<file path="src/rtl/mem_wb_stage.sv">
// mem_wb_stage: MEM/WB pipeline register with load formatting and a stall hold buffer for the memory word.
// Defining UNALIGNED_LOAD_EN enables LWL/LWR merging.
module mem_wb_stage #(
  parameter int DATA_W = 32,
  parameter int ADDR_W = 5
) (
  input  logic              CLK,
  input  logic              RST,
  input  logic              STALL,
  input  logic              FLUSH,
  input  logic              MEM_VALID,
  input  logic              MEM_WEN,
  input  logic [ADDR_W-1:0] MEM_WADDR,
  input  logic [DATA_W-1:0] MEM_ALU_RES,
  input  logic              MEM_IS_LOAD,
  input  logic [2:0]        MEM_LD_TYPE,
  input  logic [1:0]        MEM_BYTE_OFF,
  input  logic [DATA_W-1:0] MEM_RT_OLD,
  input  logic [DATA_W-1:0] DMEM_RDATA,
  output logic              WB_VALID,
  output logic              WB_WEN,
  output logic [ADDR_W-1:0] WB_WADDR,
  output logic [DATA_W-1:0] WB_WDATA,
  output logic              WB_ADEL
);
  localparam logic [2:0] LB = 3'd0, LBU = 3'd1, LH = 3'd2, LHU = 3'd3, LW = 3'd4, LWL = 3'd5, LWR = 3'd6;
  logic              v_q, wen_q, ld_q, hold_q;
  logic [ADDR_W-1:0] waddr_q;
  logic [DATA_W-1:0] alu_q, hbuf_q, word, wsh, ld_data;
  logic [2:0]        type_q;
  logic [1:0]        off_q;
  logic [7:0]        b;
  logic [15:0]       h;
  logic              mis;
`ifdef UNALIGNED_LOAD_EN
  logic [DATA_W-1:0] rt_q;
  logic [4:0]        sl, sr;
  always_ff @(posedge CLK)
    if (RST) rt_q <= '0;
    else if (!FLUSH && !STALL) rt_q <= MEM_RT_OLD;
`else
  logic unused_rt;
  assign unused_rt = ^MEM_RT_OLD;
`endif
  always_ff @(posedge CLK)
    if (RST) begin
      v_q     <= 1'b0;
      wen_q   <= 1'b0;
      ld_q    <= 1'b0;
      waddr_q <= '0;
      alu_q   <= '0;
      type_q  <= '0;
      off_q   <= '0;
      hold_q  <= 1'b0;
      hbuf_q  <= '0;
    end else if (FLUSH) begin
      v_q    <= 1'b0;
      hold_q <= 1'b0;
    end else if (STALL) begin
      // First stalled edge snapshots the word; later edges keep it so WB stays stable
      if (!hold_q) begin
        hold_q <= 1'b1;
        hbuf_q <= DMEM_RDATA;
      end
    end else begin
      v_q     <= MEM_VALID;
      wen_q   <= MEM_WEN;
      ld_q    <= MEM_IS_LOAD;
      waddr_q <= MEM_WADDR;
      alu_q   <= MEM_ALU_RES;
      type_q  <= MEM_LD_TYPE;
      off_q   <= MEM_BYTE_OFF;
      hold_q  <= 1'b0;
    end
  always_comb begin
    word    = hold_q ? hbuf_q : DMEM_RDATA;
    wsh     = word >> {off_q, 3'b000};
    b       = wsh[7:0];
    h       = off_q[1] ? word[31:16] : word[15:0];
    mis     = 1'b0;
    ld_data = word;
`ifdef UNALIGNED_LOAD_EN
    sl = {2'd3 - off_q, 3'b000};
    sr = {off_q, 3'b000};
`endif
    case (type_q)
      LB:  ld_data = {{(DATA_W-8){b[7]}}, b};
      LBU: ld_data = {{(DATA_W-8){1'b0}}, b};
      LH: begin
        ld_data = {{(DATA_W-16){h[15]}}, h};
        mis     = off_q[0];
      end
      LHU: begin
        ld_data = {{(DATA_W-16){1'b0}}, h};
        mis     = off_q[0];
      end
      LW:  mis = |off_q;
`ifdef UNALIGNED_LOAD_EN
      LWL: ld_data = (word << sl) | (rt_q & ((DATA_W'(1) << sl) - DATA_W'(1)));
      LWR: ld_data = wsh | (rt_q & ~({DATA_W{1'b1}} >> sr));
`endif
      default: mis = 1'b1;
    endcase
  end
  assign WB_VALID = v_q;
  assign WB_ADEL  = v_q & ld_q & mis;
  assign WB_WEN   = v_q & wen_q & ~WB_ADEL;
  assign WB_WADDR = waddr_q;
  assign WB_WDATA = ld_q ? ld_data : alu_q;
endmodule

</file>
<file path="config.mk">
export PLATFORM = sky130hd
export DESIGN_NAME = mem_wb_stage
export DESIGN_NICKNAME = d
export VERILOG_FILES = /design/src/rtl/mem_wb_stage.sv
export SDC_FILE = /design/constraint.sdc
export NUM_CORES = 1
export LEC_CHECK = 0
export ABC_AREA = 1
export CAP_MARGIN = 20
export CORE_MARGIN = 8
export CORE_UTILIZATION = 65
export CTS_BUF_LIST = sky130_fd_sc_hd__clkbuf_8
export DETAILED_ROUTE_END_ITERATION = 6
export DONT_BUFFER_PORTS = 1
export GPL_TIMING_DRIVEN = 0
export MAX_ROUTING_LAYER = met4
export PLACE_DENSITY = 0.89
export SYNTH_ARGS = -nofsm -noshare
export SYNTH_HDL_FRONTEND = slang
export SYNTH_SLANG_ARGS = --single-unit
</file>
<file path="constraint.sdc">
create_clock -name CLK -period 2.6 [get_ports CLK]
set_clock_uncertainty 0.05 [all_clocks]
set_input_delay 0.65 -clock CLK [delete_from_list [all_inputs] [get_ports CLK]]
set_output_delay 0.65 -clock CLK [all_outputs]
set_load 0.02 [all_outputs]
</file>
# [Word-level counts from Yosys, hierarchy flattened]
# Cells that the tools add are included.
# Widths: inputs -> output; s select.
[word_totals] reg_bits=78 latchBits=0 mem_bits_rw=0 rom_bits=0 input_bits=113 output_inout_bits=40 word_cells=34 memories=0
[op_classes] n_addsub=0 n_mul=0 n_div=0 n_lt_le_gt_ge=0 n_eq_ne=4 n_shift=1 muxes=6 n_bitwise=7 n_reduce_logical=7
[ops] operator="$pmux 32 s4" count=1
[ops] operator="$mux 32" count=2
[ops] operator="$shr 32x5->8" count=1
[ops] operator="$mux 16" count=1
[ops] operator="$reduce_or 2->1" count=4
[ops] operator="$eq 3x2->1 const B" count=2
[ops] operator="$and 1x1->1" count=4
[ops] operator="$reduce_and 2->1" count=2
[ops] operator="$eq 3x1->1 const B" count=1
[ops] operator="$eq 3x3->1 const B" count=1
[ops] operator="$logic_not 3->1" count=1
[ops] operator="$not 1->1" count=3
[ops] operator="$pmux 1 s3" count=1
[ops] operator="$mux 1" count=1

# [Logic depth before layout (Yosys ltp)]
[logic_depth] word_depth=6 mapped_depth=13 mapped_depth_nobuf=10

# [Worst setup path before layout]
# No wires, ideal clock.
[synth_path] path_type="in2out" from="input port DMEM_RDATA[31]" to="output port WB_WDATA[25]" arrival_time_ps=1491 t_required_ps=1900 setup_slack_ps=409 cell_stages=9 n_path_buf=1 cell_sequence="nand2_1 > nand2_1 > inv_1 > o21ai_2 > nand2_2 > buf_4 > nand3_2 > nand2_1 > inv_1"
[synth_via] elab_chain_len=4 word_cells_on_any_way=5 classes_between="shift (1); mux (4)"
[synth_rtl] item="start: declaration" line_no="19" source="input logic [DATA_W-1:0] DMEM_RDATA,"
[synth_rtl] item="$mux 32 *"
[synth_rtl] item="$shr 32x5->8 or $mux 16 (tied branches)" line_no="77, 79"
[synth_rtl] item="$pmux 32 s4 *" line_no="86" source="case (type_q)"
[synth_rtl] item="$mux 32 *" line_no="109" source="assign WB_WDATA = ld_q ? ld_data : alu_q;"
[synth_rtl] item="end: declaration" line_no="23" source="output logic [DATA_W-1:0] WB_WDATA,"
# Every way passes the cells marked *; elsewhere a longest branch is shown, timed or not.

# [Worst setup path in the final report]
[layout_path] from="register hold_q" to="output port WB_WDATA[4]"
[layout_via] elab_chain_len=4 word_cells_on_any_way=5 classes_between="shift (1); mux (4)"
[layout_rtl] item="start: declaration" line_no="27" source="logic v_q, wen_q, ld_q, hold_q;"
[layout_rtl] item="start signal: assignment" line_no="54" source="hold_q <= 1'b0;"
[layout_rtl] item="start signal: assignment" line_no="58" source="hold_q <= 1'b0;"
[layout_rtl] item="start signal: assignment" line_no="62" source="hold_q <= 1'b1;"
[layout_rtl] item="$mux 32 *"
[layout_rtl] item="$shr 32x5->8 or $mux 16 (tied branches)" line_no="77, 79"
[layout_rtl] item="$pmux 32 s4 *" line_no="86"
[layout_rtl] item="$mux 32 *" line_no="109"
# Marked as above.

==> results.tsv <==
metric	value	unit
# port buffers	0	
pre-CTS setup slack	0.1320	ns
Detail Route Antenna Nets	0	
Final WS setup	-0.03016	ns
wire per inst	18.23	um
DR iter-0 viols	389	
maxcap violations	0	
Fillers	487	
cell internal pwr	1.896	mW
Cell variety after synth	27	
Core Util, Final	78.34	%
gr usage total	28.58	%
reg2reg end	hbuf_q[17]$_SDFFE_PP0P_	
synthesized area	4379	sq um
synthesized area per cell	6.365	sq um
Peak VDD IR	0.0003782	V
final hold violations	0	
Final Cell Area	5205	sq um
HP Class	in2reg	
Achievable Freq	0.3802	GHz
Hold Crit Endpoint	hold_q$_SDFF_PP0_	
initial core utilization	65.91	%
Setup CP Type	reg2out	
Die Y	98.08	um
RSZ-0062 raised after global routing	yes	
Startpoint Class	flip-flop	
Lkg Pwr	2.426	nW
critical path fanouts, max	10	
reg-to-reg slack, setup	1.24	ns
first-pass GRT wire length	21560	um
Final setup viols	4	
worst slew pin tran	0.5746	ns
CTS buffer count	9	
num ports	153	
register cell area after layout	1564	sq um
vias	4694	
gp weighted congestion	1.036	
First-pass DRT Iterations	5	
syn_nets	801	
Die Span X	98.08	um
HPWL after DPL	10700	um
post-DR vias/cell	5.912	
worst reg-to-reg path cell count	5	
setup tns final	-0.05301	ns
Tcrit/Tclk final	101.2	%
Sequential Power Share	44.7	%
Clk pwr share	28.8	%
area of the multi-input gates	2736	sq um
critical path endpoint category	output port	
antenna violations before repair	0	
Ys Warns	0	
total gr overflow	0	
Final #Nets	822	
register area share after synthesis	35.66	%
Worst Path Required	1.90	ns
Slew Viols, Final	0	
number of global-route vias before repair	4403	
clk slew on worst S/H paths	0.10	ns
register bit total from synthesis	78	
CTS root buf	clkbuf_8	
final WL	14480	um
pwr dens	571.6	nW/um^2
Slew HR	61.69	%
sinks on the clock net	78	
FP Rows	30	
failing checks	setup timing	
TritonCTS clock tree	built	
Core ar.	6644	sq um
min Tclk post-route	2.630	ns
Hold Path Depth	1	
deepest clock path buffer count	2	
placed inst area	4479	sq um
full die area	9620	sq um
Syn-to-layout area delta	18.86	%
combinational power share	26.5	%
H-tree depth	3	
FF-to-FF Start	hold_q$_SDFF_PP0_	
layout cells sized above 1	25.49	%
commonest non-fill, non-tap cell in the layout	nand2_1	
Worst EP arrival	1.93	ns
Switching Share	36.27	%
largest net degree at the start of global routing	16	
Sw Pwr	1.079	mW
clock latency on the worst-skew pair	0.36	ns
antenna cells	0	
Syn Inst Count	688	
Hold Startpoint	RST	
most frequent cells in the layout	125 x nand2_1, 94 x nor2_1, 84 x o21ai_0, 76 x dfxtp_1, 40 x nand2_2	
# DRC	0	
outcome	complete, but fails checks	
## stage by stage
step | instances | hold WS [ns] | power (mW)
after floorplan | 688 | 0.3938 | 1.828
after global placement | 768 | 0.4083 | 1.955
after detailed placement | 768 | 0.4247 | 1.972
after CTS | 787 | 0.3015 | 2.827
after global routing | 794 | 0.2891 | 3.091
final | 794 | 0.2966 | 2.975
## critical path: stages (launching register included)
cell and delay, ns:
dfxtp_2 0.33, buf_6 0.13, inv_8 0.05, buf_8 0.13
buf_8 0.15, nand2_1 0.09, nand2_2 0.11, a21oi_1 0.15
o21ai_1 0.08, nand2_1 0.11, nand2_1 0.06, nand2_1 0.07
nand2_2 0.10
## registers in the layout (all words and copies together), names as in the netlist
signal	count
off_q	2
hold_q	1
alu_q	32
ld_q	1
WB_WADDR	5
WB_VALID	1
hbuf_q	32
wen_q	1
type_q	3
## worst max-delay path by stage
stage | start | endpoint | slack, ns | cells after the start
finish | hold_q$_SDFF_PP0_ | WB_WDATA[4] | -0.03 | 12
global route | hold_q$_SDFF_PP0_ | WB_WDATA[13] | -0.11 | 12
CTS | hold_q$_SDFF_PP0_ | WB_WDATA[28] | -0.002 | 11
detailed placement | DMEM_RDATA[31] | WB_WDATA[28] | 0.13 | 9
global placement | DMEM_RDATA[31] | WB_WDATA[28] | 0.13 | 9
floorplan | DMEM_RDATA[31] | WB_WDATA[25] | 0.41 | 9
## Yosys cell counts (all sizes together)
cell type / number / area share, %
nor3: 2 / 0.23
nand4: 1 / 0.14
nand3: 32 / 4.9
a21oi: 41 / 4.7
clkbuf: 35 / 3.0
o21ai: 103 / 12
dfxtp: 78 / 36
o22ai: 1 / 0.14
nand2: 179 / 16
inv: 53 / 4.5
o211ai: 7 / 1.2
or2: 24 / 3.4
a31oi: 13 / 1.9
buf: 11 / 2.0
nor2: 101 / 8.8
and2: 6 / 0.86
a2111oi: 1 / 0.20
## area by class of cell
cell class	count	area share, %
multi-input cells	511	52.57
flip-flops and latches	78	30.05
plain buffers	46	4.880
inverters	53	4.543
repair buffers	10	2.596
clock buffers	9	2.380
well taps	80	1.923
clock inverters	7	1.058
## power groups by stage
| stage | Clock, mW | Combinational, mW | Sequential, mW |
|---|---|---|---|
| floorplan | 0 | 0.490 | 1.34 |
| global placement | 0 | 0.607 | 1.35 |
| detailed placement | 0 | 0.620 | 1.35 |
| CTS | 0.856 | 0.646 | 1.33 |
| global route | 0.898 | 0.855 | 1.34 |
| finish | 0.856 | 0.789 | 1.33 |
## timing repair
action | 4_1_cts | 5_1_grt
pin swaps | 2 | 32
gates resized for setup | 38 | 112
setup endpoints to repair | 31 | 34
gates cloned | 1 | 3
buffers inserted | 2 | 4
hold buffers | 0 | 0
## metal layers
layer	wire length, um	global-route usage [%]	vias to the layer above	share of wire [%]
met2	7000	46.47	227	48
met3	1095	6.117	48	7.6
met5	0	-	-	0
li1	-	-	2256	-
met4	576	14.03	0	4.0
met1	5805	32.71	2163	40
## kinds of logic after synthesis
logic type | count (synthesis) | share of synthesized area, %
flops | 78 | 35.66
simple gates | 345 | 34.20
buf+inv | 99 | 9.600
compound gates | 166 | 20.54
(Power assumes the default switching activity.)
